File: src/rtl/stage_maxpool_mc.sv
// stage_maxpool_mc
// 2x2 / stride-2 max pooling over a raster-ordered feature map with CH
// channels packed side by side in each beat. The horizontal pair maximum
// of an even row is parked in a half-width line buffer. It is combined
// with the horizontal pair maximum of the following odd row, which yields
// one pooled pixel per 2x2 window. The result is registered, so each output
// pulse appears one cycle after the window's bottom-right beat.
module stage_maxpool_mc #(
  parameter int IBW    = 19,
  parameter int COL    = 24,
  parameter int ROW    = 24,
  parameter int CH     = 1,
  parameter int SIGNED = 0
) (
  input  logic              clk,
  input  logic              reset_n,
  input  logic              i_clear,
  input  logic              i_in_valid,
  input  logic [CH*IBW-1:0] i_in_fmap,
  output logic              o_ot_valid,
  output logic [CH*IBW-1:0] o_ot_fmap,
  output logic              o_ot_last
);

  localparam int DW   = CH * IBW;
  localparam int CW   = (COL > 1) ? $clog2(COL) : 1;
  localparam int RW   = (ROW > 1) ? $clog2(ROW) : 1;
  localparam int HALF = (COL / 2 > 0) ? COL / 2 : 1;
  localparam int LBW  = (HALF > 1) ? $clog2(HALF) : 1;

  // Geometry sanity: windows must tile the frame exactly.
  generate
    if (((COL % 2) != 0) || (COL < 2)) begin : g_bad_col
      $error("stage_maxpool_mc: COL must be even and >= 2");
    end
    if (((ROW % 2) != 0) || (ROW < 2)) begin : g_bad_row
      $error("stage_maxpool_mc: ROW must be even and >= 2");
    end
    if ((SIGNED != 0) && (SIGNED != 1)) begin : g_bad_signed
      $error("stage_maxpool_mc: SIGNED must be 0 or 1");
    end
  endgenerate

  // Full-width maximum. Ties return b, which equals a, so the result does
  // not depend on the tie choice.
  function automatic logic [IBW-1:0] max_f(input logic [IBW-1:0] a,
                                           input logic [IBW-1:0] b);
    logic a_gt;
    if (SIGNED != 0) begin
      a_gt = ($signed(a) > $signed(b));
    end else begin
      a_gt = (a > b);
    end
    return a_gt ? a : b;
  endfunction

  // Position counters
  logic [CW-1:0] col_reg, col_next;
  logic [RW-1:0] row_reg, row_next;

  // Datapath storage. The hold register and the line buffer are not reset:
  // each entry is always written before it is read for a window.
  logic [DW-1:0] hold_reg;
  logic [DW-1:0] lbuf_mem [HALF];
  logic [DW-1:0] lbuf_rd;
  logic [DW-1:0] hmax;
  logic [DW-1:0] vmax;
  logic [LBW-1:0] lb_addr;

  // Beat qualification. A beat that arrives together with i_clear is
  // dropped.
  logic accept;
  logic col_odd, row_odd;
  logic col_last, row_last;
  logic out_fire, out_last;

  assign accept   = i_in_valid & ~i_clear;
  assign col_odd  = col_reg[0];
  assign row_odd  = row_reg[0];
  assign col_last = (col_reg == CW'(COL - 1));
  assign row_last = (row_reg == RW'(ROW - 1));
  assign lb_addr  = LBW'(col_reg >> 1);
  assign lbuf_rd  = lbuf_mem[lb_addr];

  // A window completes on the bottom-right pixel (odd row, odd column).
  assign out_fire = accept & col_odd & row_odd;
  assign out_last = out_fire & col_last & row_last;

  // Per-channel compare trees: the horizontal pair, then vertical against
  // the stored pair.
  generate
    for (genvar gi = 0; gi < CH; gi++) begin : g_ch
      assign hmax[gi*IBW +: IBW] = max_f(hold_reg[gi*IBW +: IBW],
                                         i_in_fmap[gi*IBW +: IBW]);
      assign vmax[gi*IBW +: IBW] = max_f(lbuf_rd[gi*IBW +: IBW],
                                         hmax[gi*IBW +: IBW]);
    end
  endgenerate

  // Next-position logic. Counters advance only on valid beats. The column
  // wraps and carries into the row, and the row wraps at end of frame.
  always_comb begin
    col_next = col_reg;
    row_next = row_reg;
    if (i_clear) begin
      col_next = '0;
      row_next = '0;
    end else if (i_in_valid) begin
      if (col_last) begin
        col_next = '0;
        row_next = row_last ? '0 : row_reg + RW'(1);
      end else begin
        col_next = col_reg + CW'(1);
      end
    end
  end

  // Position registers, asynchronously cleared.
  always_ff @(posedge clk or negedge reset_n) begin
    if (!reset_n) begin
      col_reg <= '0;
      row_reg <= '0;
    end else begin
      col_reg <= col_next;
      row_reg <= row_next;
    end
  end

  // Capture the left pixel of each horizontal pair.
  always_ff @(posedge clk) begin
    if (accept && !col_odd) begin
      hold_reg <= i_in_fmap;
    end
  end

  // Even rows store their pair maxima for the row below.
  always_ff @(posedge clk) begin
    if (accept && col_odd && !row_odd) begin
      lbuf_mem[lb_addr] <= hmax;
    end
  end

  // Output register. The data holds between pulses, and valid/last are
  // single-cycle.
  always_ff @(posedge clk or negedge reset_n) begin
    if (!reset_n) begin
      o_ot_valid <= 1'b0;
      o_ot_last  <= 1'b0;
      o_ot_fmap  <= '0;
    end else if (i_clear) begin
      o_ot_valid <= 1'b0;
      o_ot_last  <= 1'b0;
    end else begin
      o_ot_valid <= out_fire;
      o_ot_last  <= out_last;
      if (out_fire) begin
        o_ot_fmap <= vmax;
      end
    end
  end

endmodule
File: config.mk
export PLATFORM = sky130hd
export DESIGN_NAME = stage_maxpool_mc
export DESIGN_NICKNAME = d
export VERILOG_FILES = /design/src/rtl/stage_maxpool_mc.sv
export SDC_FILE = /design/constraint.sdc
export NUM_CORES = 1
export LEC_CHECK = 0
export ABC_AREA = 1
export CAP_MARGIN = 20
export CORE_UTILIZATION = 66
export DETAILED_ROUTE_END_ITERATION = 10
export PLACE_DENSITY = 0.88
export SLEW_MARGIN = 20
export SYNTH_ARGS = -nofsm -noshare
export SYNTH_HDL_FRONTEND = slang
export SYNTH_SLANG_ARGS = --single-unit
File: constraint.sdc
create_clock -name clk -period 8.1 [get_ports clk]
set_input_delay 2.025 -clock clk [delete_from_list [all_inputs] [get_ports clk]]
set_output_delay 2.025 -clock clk [all_outputs]
set_load 0.01 [all_outputs]
# Yosys cells after proc, flatten, opt, wreduce, memory -nomap -nowiden

Memories as Yosys holds them, arrays and structs flattened.
Index checks and enable logic that the tools add are counted.
W data, S select, Z words.

Bits in registers: 50
RAM bits: 228
Input bits: 23
Logic and storage cells: 41
Memories: 1

Add/subtract/negate cells: 2
$lt $le $gt $ge: 2
Eq/ne operators: 2
Muxes and demuxes: 13
Bitwise gates (word level): 6
Reduce and logical (&&, ||, !) cells: 9

Memories:

| name     | words | bits a word | rd ports | clocked after Yosys merged registers in | write ports | line | text |
|---|---|---|---|---|---|---|---|
| lbuf_mem | 12    | 19          | 1        | 0                                       | 1           | 64   | `logic [DW-1:0] lbuf_mem [HALF];` |

Operators by type and width:

| kind                  | number |
|---|---|
| $gt A19 B19 Y1        | 2 |
| $mux W19              | 2 |
| $mux W5               | 7 |
| $add A5 B1 Y5 const B | 2 |
| $eq A5 B5 Y1 const B  | 2 |
| $and A1 B1 Y1         | 5 |
| $mux W1               | 4 |
| $reduce_and A2 Y1     | 2 |
| $reduce_bool A2 Y1    | 2 |
| $logic_and A1 B1 Y1   | 3 |
| $logic_not A1 Y1      | 2 |
| $not A1 Y1            | 1 |

# Depth between registers and ports, before layout

Word-level depth: 7
Mapped depth: 29
Mapped depth without buffers: 28

# Worst setup path after synthesis

OpenSTA, ideal clock, no wires.

Path kind: input to register
Start: input i_in_fmap[10]
End: register o_ot_fmap[10]
Arrival time: 4.821 ns
Slack: 3.163 ns
Cell stages on the path: 22
Buffers on the path: 3
Path through: inv_1 -> ha_1 -> nand2_1 -> nor2_2 -> nand2_1 -> nand3b_1 -> nand3_1 -> buf_4 -> buf_4 -> nand3_1 -> nand2_1 -> inv_1 -> ha_1 -> nand2_1 -> inv_1 -> nand3_1 -> nand3b_2 -> nand2_2 -> buf_2 -> nand3_1 -> nand2_1 -> nand2_1

Cells in the longest elaborated chain, start to end: 4

RTL lines:

| element                | line | text |
|---|---|---|
| start: declaration     | 19   | `input logic [CH*IBW-1:0] i_in_fmap,` |
| $gt A19 B19 Y1         | 52   | `a_gt = (a > b);` |
| $mux W19               | 54   | `return a_gt ? a : b;` |
| via hmax[14]           | 66   | `logic [DW-1:0] hmax;` |
| $gt A19 B19 Y1         | 52   |  |
| $mux W19               | 54   |  |
| end signal: assignment | 157  | `o_ot_fmap <= vmax;` |
| end: declaration       | 21   | `output logic [CH*IBW-1:0] o_ot_fmap,` |

The timed path passes the listed nets, and every way through them passes these cells.
A chain may end at the register's enable or synchronous reset.

# Final worst setup path

Start: input i_in_fmap[18]
End: register o_ot_fmap[7]

The elaborated chain is that of the path after synthesis.

==> impl_metrics.json <==
{
  "clk_latency_ns": 0.54,
  "worst_pin_slew_ns": 1.11,
  "crit_required_ns": 8.52,
  "rr_startpoint": "hold_reg[14]",
  "num-nets-final": 1379,
  "clkTransAtPathRegs_ns": 0.06,
  "max_slew_margin_pct": 25.5,
  "final_cells": 1568,
  "grt_max_degree": 59,
  "outcome": "finished clean",
  "synth_top_family_by_area": "simple AND/OR/NAND/NOR gates",
  "die_y_microns": 140,
  "r2r_end": "o_ot_fmap[7]",
  "leakagePower_nw": 6.12,
  "endpoint_kind": "flop",
  "grt_pass1_wl_mm": 50.1,
  "yosys-top-cells-area": "edfxtp_1 (59%), nand2_1 (17%), dfrtp_1 (6.1%)",
  "synth_xor_xnor_area_share_pct": 0.139,
  "min_path_cells": 2,
  "drtPass1Iterations": 6,
  "synth_warnings": 0,
  "die_w_microns": 140,
  "largest_reg_flops": 228,
  "io_buffers": 43,
  "clock.fmax_mhz": 153,
  "worstSetupPathType": "input port to flop",
  "synth-simple-area-share_pct": 24.2,
  "fin_hold_ws_ns": 0.502,
  "finalSetupViolCount": 0,
  "ios": 44,
  "cts_setup_buffers": 0,
  "cts-resized-gates": 0,
  "yosysSeqAreaShare_pct": 64.9,
  "layout-drive-gt1-share_pct": 6.75,
  "async_flop_share_pct": 11.2,
  "synth_adder_area_share_pct": 3.97,
  "place_inst": 1521,
  "drtIter0Drc": 1113,
  "grt_antenna_before_repair": 0,
  "yosysTopAreaCell": "edfxtp_1",
  "overflow": 0,
  "std_cell_rows": 50,
  "muxShareOfSynthArea_pct": 0,
  "dp_hpwl_mm": 18.8,
  "cts_hold_buf": 0,
  "reg2reg_slack_ns": 3.19,
  "critPathMaxFanout": 20,
  "cts.path.max_buffers": 3,
  "synth_top_area_share_pct": 58.8,
  "die_area_sq_um": 19700,
  "cts.sinks": 278,
  "core_area_sq_um": 18700,
  "synth_top_flop_cell": "edfxtp_1",
  "finalCritPeriodShare_pct": 80.8,
  "cts_max_level": 1,
  "yosysUniqueCellTypes": 32,
  "grt.total_usage_pct": 34.0,
  "maxCapViolCount": 0,
  "syn-num-nets": 1330,
  "syn-cell-area_sq_um": 12600,
  "finalSetupTns_ns": 0,
  "final_max_slew_viol_count": 0,
  "finalHoldViolCount": 0,
  "rsz0062_at_grt": "false",
  "cts_buffers": 27,
  "reg2reg_depth": 21,
  "critPathLaunchType": "input port",
  "ant_nets": 0,
  "num_vias": 9518,
  "synth_most_common_cell": "nand2_1",
  "worstHoldStart": "o_ot_fmap[15]",
  "initial_core_util_pct": 67.5,
  "wl_per_cell_microns": 20.7,
  "period_minus_slack_ns": 6.54,
  "synth_edf_count": 247,
  "cp.arrival_ns": 6.96,
  "syn_to_final_growth_pct": 12.6,
  "cts_tree": "done",
  "synth-compound-area-share_pct": 1.70,
  "routed_via_density": 6.07,
  "totalWireLength_mm": 32.4,
  "syn_inst": 1267,
  "hp-class": "flop to flop",
  "ys_top_cells_by_count": "nand2_1 (557), edfxtp_1 (247), inv_1 (99), nand3_1 (96), nor2_1 (80)",
  "holdPathEnd": "o_ot_fmap[15]",
  "clockRootBuffer": "clkbuf_16",
  "num_antenna_cells": 0,
  "finalWeightedCongestion": 0.858,
  "ys_ff_latch": 278,
  "grt_pass1_vias": 9398,
  "powerDensity_nw_per_um2": 240,
  "synth_area_per_cell_sq_um": 9.96,
  "ir_drop_v": 0.000195,
  "final_core_util_pct": 76.0,
  "fin_skew_ns": 0.0187,
  "post-route-drc-count": 0
}
==> critical path, cell delays in order <==
cell             delay [ns]
clkdlybuf4s50_1        0.51
inv_1                  0.07
ha_1                   0.31
a21oi_1                0.19
nand2_1                0.07
a21oi_1                0.23
nand3_1                0.57
nand2_2                0.54
nand2_1                0.14
nand2_1                0.36
inv_1                  0.11
ha_1                   0.34
nand2_1                0.10
nor2_1                 0.16
nand4_1                0.09
nor2_1                 0.12
nand3b_2               0.32
nand2_2                0.43
nand3_1                0.14
nand2_1                0.08
nand2_1                0.05
==> worst max path at each step <==
stage / from / to / slack (ns) / cells after the start
floorplan: i_in_fmap[10] / o_ot_fmap[10] / 3.16 / 22
global placement: i_in_fmap[14] / o_ot_fmap[3] / 1.35 / 23
finish: i_in_fmap[18] / o_ot_fmap[7] / 1.56 / 21
CTS: i_in_fmap[18] / o_ot_fmap[5] / 1.66 / 21
global route: i_in_fmap[14] / o_ot_fmap[1] / 1.14 / 23
detailed placement: i_in_fmap[18] / o_ot_fmap[6] / 1.18 / 21
==> report_power, final <==
group / switching, mW / internal (mW) / leakage (nW) / total, mW
Clock: 0.527 / 0.767 / 0.437 / 1.29
Sequential: 0.0378 / 1.64 / 2.64 / 1.67
Combinational: 0.269 / 0.167 / 3.04 / 0.437
==> logic make-up (layout without fill, tap and decap cells) <==
kind of cell             after synthesis  count (layout)
XOR/XNOR                               2               2
buffers and inverters                149             216
adder cells (fa/ha/maj)               40              40
AO/OA/AOI/OAI                         37              37
flip-flops                           278             278
AND/OR/NAND/NOR                      761             761
==> through the flow <==
stage	worst slack, ns	total power [mW]	cell area, sq um
CTS	1.66	3.40	14200
global placement	1.35	2.10	13300
detailed placement	1.18	2.12	13300
global route	1.14	3.51	14200
floorplan	3.16	1.93	12600
finish	1.56	3.41	14200
==> final cells by class <==
type | count | area, sq um
flip-flops and latches | 278 | 8190
clock inverters | 18 | 221
well taps | 234 | 293
repair buffers | 64 | 588
clock buffers | 29 | 683
inverters | 105 | 395
multi-input cells | 840 | 3840
fillers | 1059 | 4490
==> routing by layer <==
metal	GRT usage, %	share of wire [%]	vias to the layer above
met2	57.7	49	676
met5	0	0	-
li1	-	-	4248
met4	15.2	4.0	0
met1	43.0	36	4474
met3	6.19	12	120
==> placed cells by master, fill, tap and decap left out, types with 6 or more instances in the layout <==
| master | instances |
|---|---|
| nand2_1 | 557 |
| clkdlybuf4s50_1 | 43 |
| inv_1 | 99 |
| nor3_2 | 6 |
| edfxtp_1 | 247 |
| buf_4 | 21 |
| o21ai_0 | 8 |
| nor2_1 | 74 |
| clkinv_2 | 6 |
| ha_1 | 40 |
| nand3_1 | 96 |
| clkbuf_16 | 27 |
| a21oi_1 | 17 |
| dfrtp_1 | 31 |
| nand4_1 | 6 |
| nor2_2 | 9 |
(Power assumes the default switching activity.)
==> RTL edit 1 (same flow settings) <==
`SIGNED`: 0 -> 1.
--- a/src/rtl/stage_maxpool_mc.sv
+++ b/src/rtl/stage_maxpool_mc.sv
@@ -10,7 +10,7 @@
   parameter int COL    = 24,
   parameter int ROW    = 24,
   parameter int CH     = 1,
-  parameter int SIGNED = 0
+  parameter int SIGNED = 1
 ) (
   input  logic              clk,
   input  logic              reset_n,
Behaviour: same outputs for any inputs over 10 cycles, from zero or initial values and one cycle with reset_n low; that may be too few to reach the edited logic, so the function may still have changed.
==> RTL edit 1 against the unedited design <==
  * The run now ends with design-rule violations left
  * Clock skew fell by 0.010 ns
  * Worst setup slack got worse by 0.17 ns
  * Sequential share of layout area rose by 2.9 points
  * Maximum frequency fell by 2.5%
  * Wire length fell by 8.4%
  * Sequential cell count did not move
  * Non-clock buffer count did not move
  * Design area fell by 4.8%
  * Largest cell class unchanged
  * Total power fell by 10%
  * Final cell count fell by 16%
  * Synthesized area fell by 4.3%
==> RTL edit 1: results <==
metrics = {
    "final_layout": {
        "multi_input_area_mm2": 0.00342,
        "inverters": 78,
        "sh_seq_area": 0.605,
        "multi_input_gates": 624,
        "clk_share": 0.0549,
        "stdcell_count": 1316,
        "buf_share": 0.0440,
        "fillers": 1046,
        "syn_to_final_growth_pct": 12.0,
        "seq_cell_count": 278,
        "clock_buffers": 32,
        "layout-drive-gt1-share": 0.0736,
        "multi_input_area_share": 0.253,
    },
    "logic_synthesis": {
        "syn_inst": 1021,
        "synth_common_cells": "nand2_1, edfxtp_1, a22oi_1",
        "ys_seq_area_frac": 0.678,
        "ys_types": 29,
        "synth_xor_area_frac": 0,
        "synthTopCellsByArea": "edfxtp_1, nand2_1, a22oi_1",
        "synth_compound_gate_area_share": 0.0847,
        "synth_nets": 1084,
    },
    "status": {
        "status": "finished, violations left",
        "violations": "design-rule violations",
    },
    "drt": {
        "drt_iter0_drc": 1324,
        "drc": 2,
        "first_pass_iters": 9,
        "vias": 8551,
        "routed_wl_um": 29700,
    },
    "min_path": {
        "min_from": "o_ot_fmap[12]",
        "hold_end": "o_ot_fmap[12]",
    },
    "worst_setup_path": {
        "critPathMaxFanout": 38,
        "r2r_setup_slack_ns": 3.03,
        "crit_start": "i_in_fmap[4]",
        "arrival_ns": 7.13,
    },
    "sta": {
        "slew_headroom": 0.264,
        "timing.hold.ws_ns": 0.479,
        "finClkSkew_ns": 0.00835,
    },
    "place": {
        "hpwl_um": 17600,
        "place_ws_ns": 1.09,
        "gp_congestion": 0.883,
    },
    "pwr": {
        "ir_worst_vdd_mv": 0.199,
    },
    "global_routing": {
        "grtUsageMet3": 0.0662,
        "grt_pass1_vias": 8246,
    },
    "clocking": {
        "cts_buffers": 26,
    },
}
RTL edit 1: cell count changes after synthesis, moves of 3 or more:
cell / unedited run / this run
nand2_1: 557 / 282
inv_1: 99 / 74
nand3b_1: 3 / 0
nand3_1: 96 / 59
nand3_2: 0 / 6
nand4_1: 6 / 11
nor2_1: 80 / 64
buf_2: 26 / 23
nand2_2: 3 / 0
a22oi_1: 2 / 112
clkbuf_1: 6 / 9
RTL edit 1: power by group through the flow:
| stage | registers (uW) | clock network (uW) | logic, uW |
|---|---|---|---|
| floorplan | 1650 | 0 | 232 |
| CTS | 1620 | 1100 | 334 |
| detailed placement | 1650 | 0 | 328 |
| global placement | 1650 | 0 | 310 |
| finish | 1620 | 1100 | 342 |
| global route | 1620 | 1150 | 373 |
RTL edit 1: per-layer routing:
metal,share of wire,vias to the layer above
met4,0.045,0
met3,0.12,111
met1,0.36,4023
met2,0.47,680
met5,0,-
li1,-,3737
==> RTL edit 2 (config.mk and constraints unchanged) <==
Made on the original files. Add an input register stage for `i_clear`, `i_in_valid` and `i_in_fmap`; this delays them by one clock.
--- a/src/rtl/stage_maxpool_mc.sv
+++ b/src/rtl/stage_maxpool_mc.sv
@@ -27,6 +27,16 @@
   localparam int RW   = (ROW > 1) ? $clog2(ROW) : 1;
   localparam int HALF = (COL / 2 > 0) ? COL / 2 : 1;
   localparam int LBW  = (HALF > 1) ? $clog2(HALF) : 1;
+
+  logic i_clear_q;
+  logic i_in_valid_q;
+  logic [CH*IBW-1:0] i_in_fmap_q;
+
+  always_ff @(posedge clk) begin
+    i_clear_q    <= i_clear;
+    i_in_valid_q <= i_in_valid;
+    i_in_fmap_q  <= i_in_fmap;
+  end
 
   // Geometry sanity: windows must tile the frame exactly.
   generate
@@ -74,7 +84,7 @@
   logic col_last, row_last;
   logic out_fire, out_last;
 
-  assign accept   = i_in_valid & ~i_clear;
+  assign accept   = i_in_valid_q & ~i_clear_q;
   assign col_odd  = col_reg[0];
   assign row_odd  = row_reg[0];
   assign col_last = (col_reg == CW'(COL - 1));
@@ -91,7 +101,7 @@
   generate
     for (genvar gi = 0; gi < CH; gi++) begin : g_ch
       assign hmax[gi*IBW +: IBW] = max_f(hold_reg[gi*IBW +: IBW],
-                                         i_in_fmap[gi*IBW +: IBW]);
+                                         i_in_fmap_q[gi*IBW +: IBW]);
       assign vmax[gi*IBW +: IBW] = max_f(lbuf_rd[gi*IBW +: IBW],
                                          hmax[gi*IBW +: IBW]);
     end
@@ -102,10 +112,10 @@
   always_comb begin
     col_next = col_reg;
     row_next = row_reg;
-    if (i_clear) begin
+    if (i_clear_q) begin
       col_next = '0;
       row_next = '0;
-    end else if (i_in_valid) begin
+    end else if (i_in_valid_q) begin
       if (col_last) begin
         col_next = '0;
         row_next = row_last ? '0 : row_reg + RW'(1);
@@ -129,7 +139,7 @@
   // Capture the left pixel of each horizontal pair.
   always_ff @(posedge clk) begin
     if (accept && !col_odd) begin
-      hold_reg <= i_in_fmap;
+      hold_reg <= i_in_fmap_q;
     end
   end
 
@@ -147,7 +157,7 @@
       o_ot_valid <= 1'b0;
       o_ot_last  <= 1'b0;
       o_ot_fmap  <= '0;
-    end else if (i_clear) begin
+    end else if (i_clear_q) begin
       o_ot_valid <= 1'b0;
       o_ot_last  <= 1'b0;
     end else begin
Function: no difference found for any inputs over 10 cycles, from zero or initial values and one cycle with reset_n low; that may be too few to reach the edited logic, so the function may still have changed.
==> RTL edit 2 against the unedited design <==
  * Die area increased by 4.4%
  * Total power fell by 3.2%
  * Worst hold slack worse by 0.033 ns
  * Non-clock buffer count down 3
  * Worst setup slack gained 1.6 ns
  * Sequential cell count is 21 higher
  * Design area is 3.6% higher
  * Wire length fell by 0.49%
  * Sequential share of layout area is 0.83 points higher
  * Critical path depth is the same
  * First-iteration DRC count is 13% higher
  * Synthesized area grew 4.5%
  * Utilization down 0.55 points
==> RTL edit 2: results <==
metrics = {
    "final_layout": {
        "top_register": "lbuf_mem",
        "diodes": 0,
        "largest_reg_flops": 228,
        "layout-drive-gt1-share": 0.0819,
    },
    "logic_synthesis": {
        "synthArstFlopShare": 0.104,
        "synthTopCellsByArea": "edfxtp_1, nand2_1, dfrtp_1",
        "synth_common_cells": "nand2_1, edfxtp_1, inv_1",
        "yosysWarnings": 0,
        "ys_types": 34,
        "synth_edf_count": 247,
        "ys_seq_area_frac": 0.653,
        "synth_nets": 1362,
        "avgSynthCellArea_um2": 10.1,
    },
    "place": {
        "io_buffers": 43,
        "gp_congestion": 0.916,
        "hpwl_um": 19400,
        "placed_cell_area_mm2": 0.0138,
        "place_inst": 1579,
    },
    "global_routing": {
        "grt.total_usage": 0.329,
        "grt_pass1_wl_um": 49800,
        "grt_pass1_vias": 9404,
        "grt_start_max_net_pins": 59,
    },
    "clocking": {
        "cts.clk_slew.worst_paths_ns": 0.07,
        "insertion_delay_ns": 0.55,
        "cts_buffers": 29,
        "cts_setup_buffers": 0,
        "cts-root-buf": "clkbuf_16",
        "ctsResizeCount": 0,
    },
    "drt": {
        "drt_iter0_drc": 1257,
        "wl_met3_um": 3190,
        "routed_wl_um": 32300,
        "first_pass_iters": 6,
        "met1_length_um": 11600,
        "routed-wl-met2_um": 16100,
        "avgRoutedWirePerCell_um": 19.8,
        "top_layer_used": "met4",
        "via_per_inst": 5.85,
    },
    "worst_setup_path": {
        "arrival_ns": 5.41,
        "critPathMaxFanout": 21,
        "r2r_setup_slack_ns": 3.18,
    },
    "sta": {
        "finClkSkew_ns": 0.0130,
        "slew_headroom": 0.220,
        "timing.hold.ws_ns": 0.469,
    },
    "pwr": {
        "ir_worst_vdd_mv": 0.188,
        "leakage_uw": 0.00634,
    },
    "status": {
        "status": "complete, no violations",
    },
}
[RTL edit 2: changes by cell type after synthesis, moves of 2 or more]
cell     unedited run  this run
a22oi_1             2         0
nor2_1             80        68
nand3_2             0         2
nor2_2              3        22
buf_6               4        10
a21oi_1            17        15
nand2_1           557       564
buf_1               2         0
buf_2              26        23
nor3_1             10         6
dfxtp_1             0        21
[RTL edit 2: cell families (layout without fill, tap and decap cells)]
kind of cell,count (synthesis),in the layout,share of synthesized area
flip-flops,299,299,0.653
AO/OA/AOI/OAI,30,30,0.0125
AND/OR/NAND/NOR,774,774,0.240
adder cells (fa/ha/maj),40,40,0.0380
buffers and inverters,153,221,0.0543
XOR/XNOR,3,3,0.00199
[RTL edit 2: path summary, 6_finish.rpt]
| path | startpoint | end | depth (start not counted) |
|---|---|---|---|
| worst min register to register | i_in_fmap_q[12] | hold_reg[12] | 0 |
| worst max register to register | i_in_fmap_q[10] | o_ot_fmap[8] | 21 |
| worst min-delay path | i_in_fmap_q[12] | hold_reg[12] | 0 |
| worst max-delay path | i_in_fmap_q[10] | o_ot_fmap[8] | 21 |
| max in group asynchronous | reset_n | o_ot_fmap[0] | 2 |
| min in group asynchronous | reset_n | col_reg[1] | 2 |
[RTL edit 2: where the power goes]
group,total [uW],internal (uW),leakage (uW),switching (uW)
logic,287,80.8,0.00305,206
registers,1720,1710,0.00284,9.37
clock network,1290,731,0.000447,563
total,3300,2520,0.00634,778
[RTL edit 2: area by class of cell]
class                   count  area, um2
fillers                  1156       4800
well taps                 265        332
clock inverters            16        108
repair buffers             61        566
clock buffers              37        806
inverters                 107        403
multi-input cells         847       3900
flip-flops and latches    299       8610
[RTL edit 2: stage by stage]
step | util | setup WS, ns
6_report | 0.754 | 3.18
5_1_grt | 0.754 | 2.66
4_1_cts | 0.754 | 3.25
3_5_place_dp | 0.707 | 3.31
3_3_place_gp | 0.707 | 3.57
2_1_floorplan | - | 4.89
[RTL edit 2: metal layers]
metal,up-vias,global-route usage
met1,4552,0.407
met4,0,0.151
met5,-,0
met2,557,0.570
met3,115,0.0560
li1,4327,-
[RTL edit 2: critical path: stages (launching register included)]
cell,delay [ns]
dfxtp_1,0.37
inv_1,0.07
ha_1,0.31
nand2_1,0.12
nor2_2,0.06
nand2_1,0.16
nand3b_1,0.18
nand3_2,0.37
nand2_4,0.34
nand2_1,0.11
nand2_1,0.42
inv_1,0.12
ha_1,0.33
nand2_1,0.05
nor2_1,0.26
nand2_1,0.09
nand3b_1,0.18
nand3_1,0.54
nand2_2,0.41
nand3_1,0.22
nand2_1,0.08
nand2_1,0.07
